==> config.mk <==
export PLATFORM = sky130hd
export DESIGN_NAME = inst_loader
export DESIGN_NICKNAME = d
export VERILOG_FILES = /design/src/rtl/inst_loader_pkg.sv /design/src/rtl/inst_loader_byte_packer.sv /design/src/rtl/inst_loader.sv
export SDC_FILE = /design/constraint.sdc
export NUM_CORES = 1
export LEC_CHECK = 0
export CORE_AREA = 2 2 93 95
export DETAILED_ROUTE_END_ITERATION = 12
export DIE_AREA = 0 0 95 97
export PLACE_DENSITY = 0.72
export SETUP_SLACK_MARGIN = 0.5
export SYNTH_ARGS = -nofsm -noshare
export SYNTH_HDL_FRONTEND = slang
export SYNTH_HIERARCHICAL = 1
export SYNTH_SLANG_ARGS = --single-unit
==> constraint.sdc <==
create_clock -name clock_i -period 2.5 [get_ports clock_i]
set_input_delay 0.5 -clock clock_i [delete_from_list [all_inputs] [get_ports clock_i]]
set_output_delay 0.5 -clock clock_i [all_outputs]
set_load 0.02 [all_outputs]
==> src/rtl/inst_loader_pkg.sv <==
`default_nettype none
// ============================================================================
// Module      : inst_loader_pkg
// Description : Shared definitions for the instruction loader: FSM state
//               encoding and the default end-of-program (HALT) word.
// Revision    : 1.0 - initial release
// ============================================================================
package inst_loader_pkg;

    // Loader FSM states, explicitly encoded on two bits
    typedef enum logic [1:0] {
        ST_IDLE     = 2'd0,
        ST_ASSEMBLE = 2'd1,
        ST_WRITE    = 2'd2,
        ST_DONE     = 2'd3
    } loader_state_t;

    // Word that terminates a program image; it is itself written to memory
    localparam logic [31:0] HALT_WORD_DEFAULT = 32'hFFFF_FFFF;

endpackage
`default_nettype wire

==> src/rtl/inst_loader_byte_packer.sv <==
`default_nettype none
// ============================================================================
// Module      : inst_loader_byte_packer
// Description : Big-endian byte-to-word shifter. Keeps only the bytes already
//               received for the current word; the full word is formed
//               combinationally with the byte presented this cycle.
// Revision    : 1.0 - initial release
// ============================================================================
module inst_loader_byte_packer #(
    parameter int NB_DATA = 32,
    parameter int NB_BYTE = 8
) (
    input  logic               clock_i,
    input  logic               reset_i,
    input  logic               clear,
    input  logic               shift,
    input  logic [NB_BYTE-1:0] byte_in,
    output logic [NB_DATA-1:0] word_next
);

    localparam int PART_W = NB_DATA - NB_BYTE;

    logic [PART_W-1:0] partial;

    // Earlier bytes end up in the upper bits: first byte lands in the MSBs
    assign word_next = {partial, byte_in};

    // Partial-word register: cleared at load start, shifts on each accepted byte
    always_ff @(posedge clock_i or negedge reset_i) begin
        if (!reset_i) begin
            partial <= '0;
        end else if (clear) begin
            partial <= '0;
        end else if (shift) begin
            partial <= word_next[PART_W-1:0];
        end
    end

endmodule
`default_nettype wire

==> src/rtl/inst_loader.sv <==
`default_nettype none
// ============================================================================
// Module      : inst_loader
// Description : Loads a program received byte-wise from a UART into the
//               instruction memory. Bytes are packed big-endian into words,
//               each word is written for one cycle at an incrementing address,
//               and loading stops at the HALT word or when memory is full.
// Revision    : 1.0 - initial release
// ============================================================================
module inst_loader
    import inst_loader_pkg::*;
#(
    parameter int                 NB_DATA   = 32,
    parameter int                 NB_BYTE   = 8,
    parameter int                 ADDRWIDTH = 7,
    parameter logic [NB_DATA-1:0] HALT_WORD = HALT_WORD_DEFAULT
) (
    input  logic                 clock_i,
    input  logic                 reset_i,
    input  logic                 start_i,
    input  logic [NB_BYTE-1:0]   rx_data_i,
    input  logic                 rx_valid_i,
    output logic [NB_DATA-1:0]   inst_load_o,
    output logic [ADDRWIDTH-1:0] wr_addr_o,
    output logic                 en_write_o,
    output logic                 busy_o,
    output logic                 done_o,
    output logic                 full_err_o,
    output logic [ADDRWIDTH:0]   inst_count_o
);

    localparam int                   BYTES     = NB_DATA / NB_BYTE;
    localparam int                   CNT_W     = $clog2(BYTES);
    localparam logic [CNT_W-1:0]     LAST_BYTE = CNT_W'(BYTES - 1);
    localparam logic [ADDRWIDTH-1:0] ADDR_MAX  = '1;

    loader_state_t        state;
    loader_state_t        next_state;
    logic [CNT_W-1:0]     byte_cnt;
    logic [ADDRWIDTH-1:0] addr;
    logic [NB_DATA-1:0]   word_next;
    logic                 start_load;
    logic                 shift;
    logic                 last_byte;
    logic                 is_halt;
    logic                 at_top;

    // The held output word is the one being written while in WRITE
    assign is_halt    = (inst_load_o == HALT_WORD);
    assign at_top     = (addr == ADDR_MAX);
    assign en_write_o = (state == ST_WRITE);
    assign busy_o     = (state == ST_ASSEMBLE) || (state == ST_WRITE);
    assign done_o     = (state == ST_DONE);

    inst_loader_byte_packer #(
        .NB_DATA (NB_DATA),
        .NB_BYTE (NB_BYTE)
    ) u_packer (
        .clock_i   (clock_i),
        .reset_i   (reset_i),
        .clear     (start_load),
        .shift     (shift),
        .byte_in   (rx_data_i),
        .word_next (word_next)
    );

    // State register
    always_ff @(posedge clock_i or negedge reset_i) begin
        if (!reset_i) begin
            state <= ST_IDLE;
        end else begin
            state <= next_state;
        end
    end

    // Next-state decode; a byte arriving during WRITE starts the next word
    always_comb begin
        next_state = state;
        start_load = 1'b0;
        shift      = 1'b0;
        last_byte  = 1'b0;
        case (state)
            ST_IDLE, ST_DONE: begin
                if (start_i) begin
                    start_load = 1'b1;
                    next_state = ST_ASSEMBLE;
                end
            end
            ST_ASSEMBLE: begin
                if (rx_valid_i) begin
                    shift = 1'b1;
                    if (byte_cnt == LAST_BYTE) begin
                        last_byte  = 1'b1;
                        next_state = ST_WRITE;
                    end
                end
            end
            ST_WRITE: begin
                if (is_halt || at_top) begin
                    next_state = ST_DONE;
                end else begin
                    next_state = ST_ASSEMBLE;
                    shift      = rx_valid_i;
                end
            end
            default: next_state = ST_IDLE;
        endcase
    end

    // Byte position within the current word; wraps to zero after the last byte
    always_ff @(posedge clock_i or negedge reset_i) begin
        if (!reset_i) begin
            byte_cnt <= '0;
        end else if (start_load) begin
            byte_cnt <= '0;
        end else if (shift) begin
            byte_cnt <= byte_cnt + CNT_W'(1);
        end
    end

    // Write address: advances only when another word will follow
    always_ff @(posedge clock_i or negedge reset_i) begin
        if (!reset_i) begin
            addr <= '0;
        end else if (start_load) begin
            addr <= '0;
        end else if ((state == ST_WRITE) && (next_state == ST_ASSEMBLE)) begin
            addr <= addr + ADDRWIDTH'(1);
        end
    end

    // Output word/address captured with the last byte and held until the next write
    always_ff @(posedge clock_i or negedge reset_i) begin
        if (!reset_i) begin
            inst_load_o <= '0;
            wr_addr_o   <= '0;
        end else if (last_byte) begin
            inst_load_o <= word_next;
            wr_addr_o   <= addr;
        end
    end

    // Word counter and memory-full flag, both updated on leaving WRITE
    always_ff @(posedge clock_i or negedge reset_i) begin
        if (!reset_i) begin
            inst_count_o <= '0;
            full_err_o   <= 1'b0;
        end else if (start_load) begin
            inst_count_o <= '0;
            full_err_o   <= 1'b0;
        end else if (state == ST_WRITE) begin
            inst_count_o <= inst_count_o + (ADDRWIDTH+1)'(1);
            if (!is_halt && at_top) begin
                full_err_o <= 1'b1;
            end
        end
    end

endmodule
`default_nettype wire

# After elaboration in Yosys (flattened, before gate mapping)
# Index checks and enable logic that the tools add are counted.
[classes]
addsub = 3
n_eq_ne = 7
n_mux = 24
reduce_logical = 12
[op_table]
columns = ["op", "n"]
rows = [
  ["2-to-1 mux 24 bit", 2],
  ["== test 32 bit, second input constant", 1],
  ["2-to-1 mux 8 bit", 2],
  ["2-to-1 mux 7 bit", 2],
  ["2-to-1 mux 2 bit", 6],
  ["2-to-1 mux 1 bit", 10],
  ["adder 8 x 1 -> 8 bit, second input constant", 1],
  ["nonzero test 2 bit", 4],
  ["adder 7 x 1 -> 7 bit, second input constant", 1],
  ["== test 7 bit, second input constant", 1],
  ["== test 2 bit, second input constant", 3],
  ["case mux 2 bit (3 select lines)", 1],
  ["== test 2 x 1 -> 1 bit, second input constant", 2],
  ["adder 2 x 1 -> 2 bit, second input constant", 1],
  ["logical AND 1 bit", 2],
  ["logical NOT 2 bit", 1],
  ["logical OR 1 bit", 2],
  ["case mux 1 bit (2 select lines)", 1],
  ["AND reduction 2 bit", 1],
  ["OR reduction 2 bit", 1],
  ["logical NOT 1 bit", 1],
]
[word_totals]
register_bits = 83
in_bits = 12
out_inout_bits = 51

# Logic depth before layout (Yosys ltp)
# Gate-level depths: netlist of the first run.
[logic_depth]
ltp_word = 8
ltp_mapped = 10

# Hierarchy
# Netlist of the first run, hierarchy kept.
[modules_own_cells]
columns = ["mod", "instances", "cells_per_inst", "area_each_um2", "seq_area_each_um2"]
rows = [
  ["inst_loader", 1, 209, 2595.0, 1476.4],
  ["inst_loader_byte_packer", 1, 85, 1049.8, 600.6],
]

# Least setup slack after synthesis of the first run
# Ideal clock, no wire load.
[synth_path]
path_type = "reg-to-reg"
start = "register state[0]"
end = "register u_packer.partial[1]"
setup_time_ps = 132
arrival_time_ps = 1900
required_time_ps = 2368
path_slack_ps = 468
stages_incl_launch_ff = 11
n_path_buf = 3
period_less_slack_ps = 2032
cell_sequence = "dfrtp_1 -> inv_1 -> ha_1 -> buf_2 -> a31o_2 -> nand3_1 -> inv_1 -> buf_6 -> buf_12 -> mux2i_1 -> nor2_1"
[synth_via]
word_cells_on_any_way = 9
classes_between = "3 x eq/ne; 3 x mux; 3 x reduce/logical"
[synth_rtl]
columns = ["element", "line_no", "text"]
rows = [
  ["from (decl)", "inst_loader.sv:37", "loader_state_t state;"],
  ["from (signal assigned)", "inst_loader.sv:72", "state <= next_state;"],
  ["== test 2 bit", "--", ""],
  ["named net en_write_o", "inst_loader.sv:25", "output logic en_write_o,"],
  ["case mux 1 bit (2 select lines)", "inst_loader.sv:82", "case (state)"],
  ["named net shift", "inst_loader.sv:43", "logic shift;"],
  ["nonzero test 2 bit (no source line)", "--", ""],
  ["to (signal assigned)", "inst_loader_byte_packer.sv:35", "partial <= word_next[PART_W-1:0];"],
  ["to (decl)", "inst_loader_byte_packer.sv:23", "logic [PART_W-1:0] partial;"],
]
# The timed path passes the listed nets, and every way through them passes these cells.
# A chain may end at the register's enable or synchronous reset.

# Final worst setup path of the first run
[layout_path]
start = "register state[0]"
end = "register addr[5]"
[layout_via]
elab_chain_len = 6
word_cells_on_any_way = 14
classes_between = "4 x eq/ne; 6 x mux; 4 x reduce/logical"
[layout_rtl]
columns = ["element", "line_no", "text"]
rows = [
  ["== test 2 bit, or another cell as far along", "inst_loader.sv:82", ""],
  ["OR reduction 2 bit / 2-to-1 mux 2 bit (equally long branches)", "inst_loader.sv:82, inst_loader.sv:90", ""],
  ["case mux 2 bit (3 select lines)", "inst_loader.sv:82", ""],
  ["== test 2 x 1 -> 1 bit", "inst_loader.sv:127", "end else if ((state == ST_WRITE) && (next_state == ST_ASSEMBLE)) begin"],
  ["logical AND 1 bit", "inst_loader.sv:127", ""],
  ["nonzero test 2 bit (no source line)", "--", ""],
  ["to (signal assigned)", "inst_loader.sv:128", "addr <= addr + ADDRWIDTH'(1);"],
  ["to (decl)", "inst_loader.sv:40", "logic [ADDRWIDTH-1:0] addr;"],
]
# Parallel ways exist; a longest one is shown, timed or not.

==> flow_summary.yaml, run 1 <==
flow_run:
  maxCapViolCount: 0
synth:
  syn-cell-area_mm2: 0.00364
  synth_nets: 312
  ys_ff_latch: 83
  synthDistinctLibCells: 36
  ys_async_sr_fraction: 1.00
  synth-edff-count: 0
  synth.largest_area_cell: "dfrtp_1"
  ys_top_cells_by_area: "dfrtp_1, mux2_2, mux2i_1"
  yosys-top-cells-count: "dfrtp_1, mux2_2, nor2_1"
  synth_flop_cell: "dfrtp_1"
  yosys.area.top_type_share: 0.570
  synthCells: 294
  ys_seq_area_frac: 0.570
  synth.most_common_cell: "dfrtp_1"
  syn_area_per_cell_um2: 12.4
  ys.warnings.count: 6
final_layout:
  diodes: 0
  final_nets: 395
  drive_above_1_share: 0.279
  design_area_mm2: 0.00481
  area_growth_pct: 31.9
hold_path:
  hp-class: "in2async"
timing:
  clock_skew_ns: 0.0104
  final_max_slew_viol_count: 0
  worst_hold_slack_ns: 0.237
  hold_violations: 0
  period_share: 0.811
  rsz0062_at_grt: "yes"
  fmaxAchievable_mhz: 493
  finalCriticalPeriod_ns: 2.03
  setup_tns_ns: 0
  worst_slew_pin_slew_ns: 0.801
  setup-violations-final: 0
  relSlewSlack: 0.466
critical_path:
  critPathBufInv: 1
  cp_slowest_stage_delay_ns: 0.53
  critPathCaptureType: "flop"
  timing.rr.start: "state[0]"
  crit_slowest_cell: "or4_4"
  critPathMaxFanout: 8
  crit_top_cell: "nor2_1"
  r2r_cells: 8
  cp_cell_sequence: "inv_2 -> ha_4 -> nor2_1 -> nor2_1 -> o21ai_2 -> a22oi_2 -> or4_4 -> a21oi_2"
  required_ns: 2.78
  start_kind: "flop"
  timing.rr.end: "addr[5]"
  path_class: "reg2reg"
  rrSetupSlack_ns: 0.47
  crit_family: "simple AND/OR/NAND/NOR gates"
  arrival_ns: 2.31
power_and_ir_drop:
  power_mw: 4.07
  leakage_nw: 2.21
  ir_drop_uv: 628
  powerDensity_mw_per_mm2: 847
detailed_routing:
  drc: 0
  vias: 2541
  via_per_inst: 5.24
  antenna_left: 0
  wl_per_cell_um: 16.4
  drt_wl_total_um: 7950
  first_pass_iters: 4
  drt_iter0_drc: 92
clock_tree:
  cts_root_buf: "clkbuf_8"
  htreeDepth: 3
  tritoncts: "built"
  hold_buffers: 0
  cts_num_sinks: 83
  clockBufferDepth: 2
  numCtsBuffers: 9
  clk_transition_reported_paths_ns: 0.08
  clk_latency_ns: 0.35
placed_design:
  gp_congestion: 0.809
  placed_area_mm2: 0.00433
  dp_hpwl_um: 4830
  port_buffers: 62
floorplanning:
  start_util: 0.448
  core_region_area_mm2: 0.00813
  ios: 63
  die_w_um: 95
  die_h_um: 97
  dieArea_mm2: 0.00922
  rows: 33
outcome:
  status: "finished clean"
global_route:
  grt_usage: 0.174
  antenna_found_initial: 0
  grt_pass1_vias: 2533
  grt.overflow.total: 0
  grt_max_degree: 65
  grt_pass1_wl_um: 12500
## cell families after synthesis
kind of cell,synth area share
fa+ha+maj,0.0206
compound gates,0.0518
simple gates,0.0985
xor+xnor,0.0144
mux,0.194
buf+inv,0.0505
flops,0.570
## per-layer routing
layer / share of wire / routed length [um] / up-vias / track usage
li1: - / - / 1197 / -
met1: 0.43 / 3430 / 1262 / 0.225
met2: 0.50 / 4010 / 64 / 0.281
met3: 0.046 / 365 / 18 / 0.0506
met4: 0.018 / 146 / 0 / 0.0569
met5: 0 / 0 / - / 0
## registers in the layout, indices dropped and copies added, names as in the netlist
| signal | cells |
|---|---|
| wr_addr_o | 7 |
| state | 2 |
| full_err_o | 1 |
| u_packer/partial | 24 |
| addr | 7 |
| byte_cnt | 2 |
| inst_load_o | 32 |
| inst_count_o | 8 |
## layout make-up
class	instances	area (um^2)
clock buffers	12	155
fillers	683	3330
clock inverters	2	12.5
inverters	9	38.8
flip-flops and latches	83	2080
repair buffers	91	907
multi-input cells	183	1490
well taps	105	131
## report_power, final
| group | switching [mW] | internal [mW] |
|---|---|---|
| logic | 0.678 | 0.699 |
| registers | 0.229 | 1.62 |
| clock network | 0.442 | 0.403 |
| total | 1.35 | 2.72 |
## repair_timing
action                                  4_1_cts  5_1_grt
pin swaps                                     7       21
buffers inserted                             12       10
endpoints found under the setup margin       34       32
resized for setup                            17       16
cloned                                        2        1
## layout by cell type (no fill, tap or decap), drive strengths merged, types with 9 or more instances in the layout
cell type,instances
dfrtp,83
clkdlybuf4s50,57
mux2,38
nor2,35
buf,30
mux2i,28
clkbuf,13
nand4,12
nand2,11
inv,9
## per-stage QoR
| step | util | instances | setup WS [ns] |
|---|---|---|---|
| 5_1_grt | 0.591 | 485 | 0.365 |
| 3_5_place_dp | 0.532 | 446 | 0.0905 |
| 2_1_floorplan | - | 294 | 0.523 |
| 4_1_cts | 0.572 | 474 | 0.473 |
| 6_report | 0.591 | 485 | 0.471 |
| 3_3_place_gp | 0.532 | 446 | 0.144 |
## worst reg2reg max path, stage by stage, from the launching register on
cell and delay [ns]:
dfrtp_1 0.42, inv_2 0.09, ha_4 0.23, nor2_1 0.11
nor2_1 0.07, o21ai_2 0.21, a22oi_2 0.16, or4_4 0.53
a21oi_2 0.15
## how the worst max path moves through the flow
stage | cells past startpoint | slack (ns) | endpoint | from
floorplan | 10 | 0.52 | u_packer/partial[1] | inst_load_o[15]
global placement | 7 | 0.14 | addr[5] | rx_valid_i
detailed placement | 7 | 0.09 | addr[5] | rx_valid_i
CTS | 8 | 0.47 | addr[1] | state[0]
global route | 7 | 0.36 | addr[5] | byte_cnt[0]
finish | 8 | 0.47 | addr[5] | state[0]
No activity file was read; power rests on OpenSTA's default activity.
==> inputs of run 2 (changes only) <==
PLACE_DENSITY = 0.75   (was 0.72)
clock period = 1.7 ns   (was 2.5 ns; I/O delays follow)
==> run 2 against run 1 <==
Net effect: clock-buffer cell count is 1 lower; sequential power is 50% higher; the run now ends with negative hold slack, negative setup slack left; power is 85% higher; sequential share of layout area is 8.4 points lower; clock skew is 0.0046 ns higher; non-clock buffer count is 78 higher.
==> flow_summary.yaml, run 2 (synthesis gave the netlist of run 1 again) <==
outcome:
  status: "complete, but fails checks"
  violations: "negative hold slack, negative setup slack"
critical_path:
  start_kind: "flop"
  critPathCaptureType: "flop"
  required_ns: 1.98
  arrival_ns: 2.30
  critPathMaxFanout: 5
  path_class: "reg2reg"
clock_tree:
  clk_latency_ns: 0.36
  numCtsBuffers: 9
  hold_buffers: 0
  cts_root_buf: "clkbuf_8"
  cts_num_sinks: 83
  clk_transition_reported_paths_ns: 0.09
  tritoncts: "built"
  clockBufferDepth: 2
  htreeDepth: 3
final_layout:
  area_growth_pct: 66.3
  largest_reg_flops: 32
  reg.largest.list: "inst_load_o x32, u_packer/partial x24, inst_count_o x8"
  design_area_mm2: 0.00606
  top_register: "inst_load_o"
  final_cell_mix: "buf_6, dfrtp_1, buf_4"
  diodes: 0
  drive_above_1_share: 0.620
  final_nets: 473
  layout_commonest_cell: "buf_6"
timing:
  period_share: 1.19
  fmaxAchievable_mhz: 494
  worst_slew_pin_slew_ns: 0.439
  hold_violations: 2
  worst_slack_ns: -0.324
  setup-violations-final: 57
  worst_hold_slack_ns: -0.00292
  clock_skew_ns: 0.0150
  final_max_slew_viol_count: 0
  rsz0062_at_grt: "yes"
  finalCriticalPeriod_ns: 2.02
  relSlewSlack: 0.707
power_and_ir_drop:
  p_sw_frac: 0.328
  powerDensity_mw_per_mm2: 1240
  p_seq_frac: 0.368
  clockPowerShare: 0.195
  p_int_mw: 5.06
  p_comb_frac: 0.436
  power_mw: 7.54
  ir_drop_uv: 824
  leakage_nw: 2.90
  p_sw_mw: 2.47
detailed_routing:
  first_pass_iters: 4
  wl_per_cell_um: 17.5
  antenna_left: 0
  via_per_inst: 5.22
  vias: 2947
  drt_wl_total_um: 9870
  drc: 0
  drt_iter0_drc: 114
floorplanning:
  rows: 33
  die_w_um: 95
  core_region_area_mm2: 0.00813
  start_util: 0.448
  ios: 63
  die_h_um: 97
  dieArea_mm2: 0.00922
global_route:
  grt_max_degree: 84
  grt.overflow.total: 0
  grt_pass1_vias: 3133
  grt_usage: 0.223
  grt_pass1_wl_um: 15700
  antenna_found_initial: 0
placed_design:
  dp_hpwl_um: 5530
  placed_area_mm2: 0.00491
  gp_congestion: 0.806
  place_ws_ns: -0.499
  port_buffers: 62
flow_run:
  maxCapViolCount: 0
hold_path:
  hp-class: "in2async"
==> run 2: critical path: stages (launching register included) <==
cell,delay (ns)
dfrtp_2,0.44
ha_4,0.29
buf_6,0.13
nor2_2,0.07
nor2_1,0.05
o21ai_2,0.22
a22oi_2,0.14
buf_4,0.16
or3_4,0.32
a21oi_2,0.13
==> run 2: what timing repair did <==
action / CTS / global route
cloned: 7 / 1
pin swaps: 13 / 14
resized for setup: 367 / 38
endpoints found under the hold margin: 0 / 0
buffers inserted: 24 / 14
setup endpoints to repair: 134 / 134
==> run 2: path summary, 6_finish.rpt <==
path                                      startpoint         endpoint  slack [ns]  cells after the start
worst min register to register  u_packer/partial[22]  inst_load_o[30]        0.52                      1
worst min-delay path                         reset_i  inst_load_o[28]      -0.003                      2
max in group asynchronous                    reset_i  inst_load_o[10]        1.34                      2
worst max register to register              state[1]          addr[2]       -0.32                      9
worst max-delay path                        state[1]          addr[2]       -0.32                      9
min in group clock_i            u_packer/partial[22]  inst_load_o[30]        0.52                      1
==> run 2: layer usage <==
metal | share of wire | GRT usage | up-vias
met3 | 0.032 | 0.0304 | 16
li1 | - | - | 1353
met2 | 0.53 | 0.355 | 73
met4 | 0.017 | 0.107 | 0
met1 | 0.42 | 0.299 | 1505
met5 | 0 | 0 | -
==> run 2: final cells by class <==
| class | count | area [um^2] |
|---|---|---|
| Clock inverter | 5 | 61.3 |
| Inverter | 9 | 46.3 |
| Multi-Input combinational cell | 183 | 1650 |
| Sequential cell | 83 | 2110 |
| Fill cell | 505 | 2070 |
| Tap cell | 105 | 131 |
| Clock buffer | 11 | 141 |
| Timing Repair Buffer | 169 | 1920 |
==> run 2: power by group through the flow <==
stage | Combinational, mW | Sequential [mW] | Clock [mW]
2_1_floorplan | 0.950 | 2.97 | 0
3_3_place_gp | 2.31 | 2.73 | 0
3_5_place_dp | 2.38 | 2.74 | 0
4_1_cts | 3.00 | 2.75 | 1.47
5_1_grt | 3.48 | 2.82 | 1.57
6_report | 3.29 | 2.78 | 1.47
==> run 2: through the flow <==
stage | setup TNS [ns] | cells | util
after floorplan | -3.23 | 294 | -
after global placement | -6.99 | 503 | 0.604
after detailed placement | -8.21 | 503 | 0.604
after CTS | -6.17 | 550 | 0.707
after global routing | -11.52 | 565 | 0.745
final | -6.72 | 565 | 0.745
